**src/rtl/fft8_bitrev_reader.sv**
```systemverilog
// Single-frame 8-point reorder buffer: samples are written in natural order
// and read back in bit-reversed order, one frame at a time.
//
// state | meaning
// FILL  | accepting samples into mem[wr_cnt]; read side idle
// DRAIN | presenting mem[bitrev(rd_cnt)]; write side stalled
module fft8_bitrev_reader #(
    parameter int DW = 16
) (
    input  logic          clk,
    input  logic          sclr_n,
    input  logic          in_valid,
    output logic          in_ready,
    input  logic [DW-1:0] in_re,
    input  logic [DW-1:0] in_im,
    output logic          out_valid,
    input  logic          out_ready,
    output logic [DW-1:0] out_re,
    output logic [DW-1:0] out_im,
    output logic [2:0]    out_idx,
    output logic          out_last
);

    typedef enum logic {
        FILL  = 1'b0,
        DRAIN = 1'b1
    } state_t;

    state_t          state_q;
    state_t          state_d;
    logic [2:0]      wr_cnt_q;
    logic [2:0]      wr_cnt_d;
    logic [2:0]      rd_cnt_q;
    logic [2:0]      rd_cnt_d;
    logic [2*DW-1:0] mem_q [8];

    logic            wr_hs;
    logic            rd_hs;
    logic [2:0]      rd_addr;
    logic [2*DW-1:0] rd_word;

    function automatic logic [2:0] bitrev3(input logic [2:0] k);
        return {k[0], k[1], k[2]};
    endfunction

    always_ff @(posedge clk) begin
        if (!sclr_n) begin
            state_q  <= FILL;
            wr_cnt_q <= 3'd0;
            rd_cnt_q <= 3'd0;
        end else begin
            state_q  <= state_d;
            wr_cnt_q <= wr_cnt_d;
            rd_cnt_q <= rd_cnt_d;
        end
    end

    // Storage has no reset: a location is always rewritten before DRAIN exposes it.
    always_ff @(posedge clk) begin
        if (sclr_n && wr_hs) begin
            mem_q[wr_cnt_q] <= {in_re, in_im};
        end
    end

    always_comb begin
        state_d   = state_q;
        wr_cnt_d  = wr_cnt_q;
        rd_cnt_d  = rd_cnt_q;
        in_ready  = 1'b0;
        out_valid = 1'b0;
        wr_hs     = 1'b0;
        rd_hs     = 1'b0;
        case (state_q)
            FILL: begin
                in_ready = 1'b1;
                wr_hs    = in_valid;
                if (wr_hs) begin
                    wr_cnt_d = wr_cnt_q + 3'd1;
                    if (wr_cnt_q == 3'd7) begin
                        state_d = DRAIN;
                    end
                end
            end
            DRAIN: begin
                out_valid = 1'b1;
                rd_hs     = out_ready;
                if (rd_hs) begin
                    rd_cnt_d = rd_cnt_q + 3'd1;
                    if (rd_cnt_q == 3'd7) begin
                        state_d = FILL;
                    end
                end
            end
            default: begin
                state_d = FILL;
            end
        endcase
    end

    assign rd_addr = bitrev3(rd_cnt_q);
    assign rd_word = mem_q[rd_addr];

    // Read data is gated so nothing from the buffer leaks out while filling.
    always_comb begin
        out_re   = '0;
        out_im   = '0;
        out_idx  = 3'd0;
        out_last = 1'b0;
        if (out_valid) begin
            out_re   = rd_word[2*DW-1:DW];
            out_im   = rd_word[DW-1:0];
            out_idx  = rd_cnt_q;
            out_last = (rd_cnt_q == 3'd7);
        end
    end

endmodule

```
**config.mk**
```make
export PLATFORM = sky130hd
export DESIGN_NAME = fft8_bitrev_reader
export DESIGN_NICKNAME = d
export VERILOG_FILES = /design/src/rtl/fft8_bitrev_reader.sv
export SDC_FILE = /design/constraint.sdc
export NUM_CORES = 1
export LEC_CHECK = 0
export ABC_AREA = 1
export CAP_MARGIN = 40
export CORE_ASPECT_RATIO = 1.2
export CORE_MARGIN = 2
export CORE_UTILIZATION = 55
export CTS_CLUSTER_DIAMETER = 120
export DETAILED_ROUTE_END_ITERATION = 16
export PLACE_DENSITY = 0.84
export SYNTH_ARGS = -nofsm -noshare
export SYNTH_HDL_FRONTEND = slang
export SYNTH_SLANG_ARGS = --single-unit
```
**constraint.sdc**
```tcl
create_clock -name clk -period 3.25 [get_ports clk]
set_input_delay 0.4875 -clock clk [delete_from_list [all_inputs] [get_ports clk]]
set_output_delay 0.4875 -clock clk [all_outputs]
set_load 0.1 [all_outputs]
```
; ---- Word-level counts from Yosys, hierarchy flattened
; Memories as Yosys holds them, arrays and structs flattened. A register that Yosys moved wholly into a read port is not among the register bits.
; Cells that the tools add are included.
[classes]
add_sub_neg = 2
multipliers = 0
div = 0
n_lt_le_gt_ge = 0
eq_ne = 2
shift = 0
muxes = 16
bitwise = 1
n_reduce_logical = 3
[op_table]
columns = op, count
row1 = $mux W16, 2
row2 = $mux W1, 10
row3 = $mux W3, 3
row4 = $add A3 B1 Y3 const B, 2
row5 = $eq A3 B3 Y1 const B, 2
row6 = $reduce_and A2 Y1, 2
row7 = $pmux W1 S2, 1
row8 = $logic_and A1 B1 Y1, 1
row9 = $not A1 Y1, 1
[word_totals]
regBits = 7
latch_bits = 0
ramBits = 256
romBits = 0
out_inout_bits = 38
wordCells = 28
n_memories = 1
[memory_table]
columns = name, words, width, rd, rd_clocked_by_memory_dff, write_ports, line_no
row1 = mem_q, 8, 32, 1, 1, 1, 35  ; logic [2*DW-1:0] mem_q [8];

; ---- Logic depth before layout (Yosys ltp)
[logic_depth]
ltp_word = 4
ltp_mapped = 8
depth_no_buf = 6

; ---- Least setup slack after synthesis
; OpenSTA, ideal clock, no wires.
[synth_path]
path_type = register -> register
start = register state_q
end = memory mem_q[0][0] in the netlist's numbering, enable pin
arrival_time_ns = 3.360
required_time_ns = 2.829
path_slack_ns = -0.531
stages_incl_launch_ff = 6
period_less_slack_ns = 3.781
cell_sequence = dfxtp_1 -> inv_1 -> nand2_1 -> inv_1 -> nand3b_1 -> nor2_1
[synth_via]
elab_chain_cells = 4
[synth_rtl]
columns = item, line_no
row1 = "start, declared", 29  ; state_t state_q;
row2 = "start signal, assigned", 52  ; state_q <= state_d;
row3 = $mux W1, 73  ; case (state_q)
row4 = $logic_and A1 B1 Y1, 60  ; if (sclr_n && wr_hs) begin
row5 = $mux W1, 60
row6 = $mux W1 (implied by the code), 61  ; mem_q[wr_cnt_q] <= {in_re, in_im};
row7 = "end, declared", 35
; Every way passes these cells.

==> flow_metrics.py <==
metrics = {
    "worst_hold_path": {
        "hold_path.class": "flop to flop",
    },
    "critical_path": {
        "critPathRequiredTime_ps": 2760,
        "slowest_stage": "dfxtp_4",
        "cp-end-kind": "primary output",
        "arrival_ps": 2390,
        "critPathBufInv": 3,
        "start_kind": "flop",
        "critical_path.top_delay_family": "buffers and inverters",
        "crit_type": "flop to primary output",
        "path_max_fanout": 57,
        "cpPeakStageDelay_ps": 380,
        "worstPathCellList": "clkinv_2, buf_12, nand2_1, nand3_1, nand3_1, nand2_1, nor2_1, buf_12",
    },
    "synthesis": {
        "synth_cell_types": 14,
        "syn_area_per_cell_um2": 9.88,
        "synth_area_leader_cell": "edfxtp_1",
        "synth_edf_count": 256,
        "synthCells": 1174,
        "synth_seq_cells": 266,
        "syn_nets": 1214,
        "async_flop_share": 0,
        "synth_flop_cell": "edfxtp_1",
        "synth_commonest_cells": "nand2_1, inv_1, edfxtp_1",
        "syn-cell-area_mm2": 0.0116,
        "synthTopCellsByArea": "edfxtp_1, nand2_1, inv_1, nand3_1, nor2_1",
        "synth_top_area_share": 0.663,
        "yosysMostFrequentCell": "nand2_1",
        "yosysSeqAreaShare": 0.680,
        "ys_warn_count": 0,
    },
    "outcome": {
        "run_status": "completed",
    },
    "cts": {
        "cts_tree": "yes",
        "cts_buffers": 25,
        "clk_pin_slew_ps": 60,
        "htree_levels": 1,
        "cts_setup_buffers": 0,
        "cts_root_buf": "clkbuf_16",
        "clock_sinks": 266,
        "cts_hold_buf": 0,
        "worstSkewPairLatency_ps": 520,
        "cts_buffer_depth": 3,
        "cts_resized": 0,
    },
    "die": {
        "dieArea_mm2": 0.0223,
        "die_x_um": 137,
        "io_pins": 74,
        "rows": 58,
        "initial_core_util": 0.557,
        "dieHeight_um": 163,
        "fp.coreArea_mm2": 0.0208,
    },
    "sta": {
        "drv_slew": 0,
        "finalWorstSetupSlack_ps": 368,
        "hold_viol": 0,
        "fin_crit_sh": 0.887,
        "worstMarginPinSlew_ps": 776,
        "finalCriticalPeriod_ps": 2880,
        "final.setup.tns_ps": 0,
        "clock.fmax_mhz": 347,
        "slew_headroom": 0.483,
        "rsz0062_at_grt": "no",
        "hold_ws_ps": 533,
        "fin_skew_ps": 16.0,
        "setup_viol": 0,
    },
    "layout": {
        "nFillCells": 1377,
        "area_delta_synth_final_pct": 20.0,
        "drive_gt1_frac": 0.104,
        "final_cell_area_mm2": 0.0139,
        "fin_cells": 1528,
        "fin_util": 0.668,
        "fin_nets": 1280,
        "antenna_cells": 0,
    },
    "routing": {
        "route.detailed.drc": 0,
        "vias_per_cell": 5.17,
        "postRouteAntennaNets": 0,
        "drt_first_pass_iters": 5,
        "wl_per_cell_um": 16.4,
        "via_count": 7907,
        "routed_wirelength_um": 25100,
        "drt_iter0_markers": 746,
    },
    "place": {
        "hpwl_um": 14600,
        "place_inst": 1483,
        "pre_cts_ws_ps": 596,
        "gp_congestion": 0.794,
        "io_buffers": 73,
        "placed_area_mm2": 0.0131,
    },
    "global_routing": {
        "grt_first_pass_wirelength_um": 40200,
        "grt_max_degree": 129,
        "grt_antenna_before_repair": 0,
        "grtUsageTotal": 0.233,
        "grt_pass1_vias": 8201,
        "gr-total-overflow": 0,
    },
    "pwr": {
        "leakagePower_nw": 5.94,
        "cellPowerDensity_mw_per_mm2": 497,
        "peakVddDrop_uv": 494,
        "power_mw": 6.92,
    },
    "job": {
        "cap_violations": 0,
    },
}
[sequential cells by signal (all words and copies together), names as in the netlist, named ones only]
| name | count |
|---|---|
| mem_q | 256 |
| rd_cnt_q | 3 |
| state_q | 1 |
| wr_cnt_q | 3 |
[cell type report]
class | count | area, um2 | area share
timing repair buffer | 92 | 1300 | 0.0937
multi-input combinational | 587 | 2580 | 0.186
tap | 270 | 338 | 0.0243
inverter | 268 | 1010 | 0.0724
clock buffer | 28 | 637 | 0.0458
clock inverter | 17 | 155 | 0.0111
sequential | 266 | 7900 | 0.567
[layer usage]
layer,track usage,vias up,wire length [um]
met4,0.0866,0,696
met5,0,-,0
li1,-,3796,-
met2,0.417,294,13300
met1,0.285,3764,9590
met3,0.0313,53,1540
[placed cells by master (no fill, tap or decap)]
| master | n |
|---|---|
| a21oi_1 | 4 |
| buf_12 | 42 |
| buf_4 | 15 |
| bufinv_16 | 3 |
| clkbuf_1 | 3 |
| clkbuf_16 | 25 |
| clkdlybuf4s50_1 | 35 |
| clkinv_1 | 8 |
| clkinv_2 | 5 |
| clkinvlp_4 | 2 |
| dfxtp_1 | 6 |
| dfxtp_2 | 3 |
| dfxtp_4 | 1 |
| edfxtp_1 | 256 |
| ha_1 | 4 |
| inv_1 | 266 |
| inv_2 | 1 |
| nand2_1 | 333 |
| nand3_1 | 164 |
| nand3b_1 | 1 |
| nor2_1 | 42 |
| nor2_2 | 26 |
| nor2_4 | 8 |
| o21ai_0 | 5 |
[cell families (layout without fill, tap and decap cells)]
family,after synthesis,count (layout),synth area share
compound gates,9,9,0.00388
fa+ha+maj,4,4,0.00432
simple gates,574,574,0.204
flops,266,266,0.680
buf+inv,321,405,0.108
[final timing paths]
path               start           end  slack (ps)  depth (start not counted)
max                 flop    out_im[15]         370                          8
min reg2reg  wr_cnt_q[0]   wr_cnt_q[0]         530                          2
min          wr_cnt_q[0]   wr_cnt_q[0]         530                          2
max reg2reg      state_q  mem_q[6][21]        1150                          6
[where the power goes]
| part | leakage (nW) | total [mW] | internal [mW] | switching (mW) |
|---|---|---|---|---|
| combinational | 3.17 | 0.248 | 0.0840 | 0.164 |
| sequential | 2.40 | 3.83 | 3.81 | 0.0147 |
| clock | 0.382 | 2.84 | 1.64 | 1.20 |
[tightest hold or removal path, cell delays in order (launching register included)]
cell     delay, ps
dfxtp_1        330
nand3_1         90
nand2_1         60
Note: power is estimated with default switching activity, not from simulation.
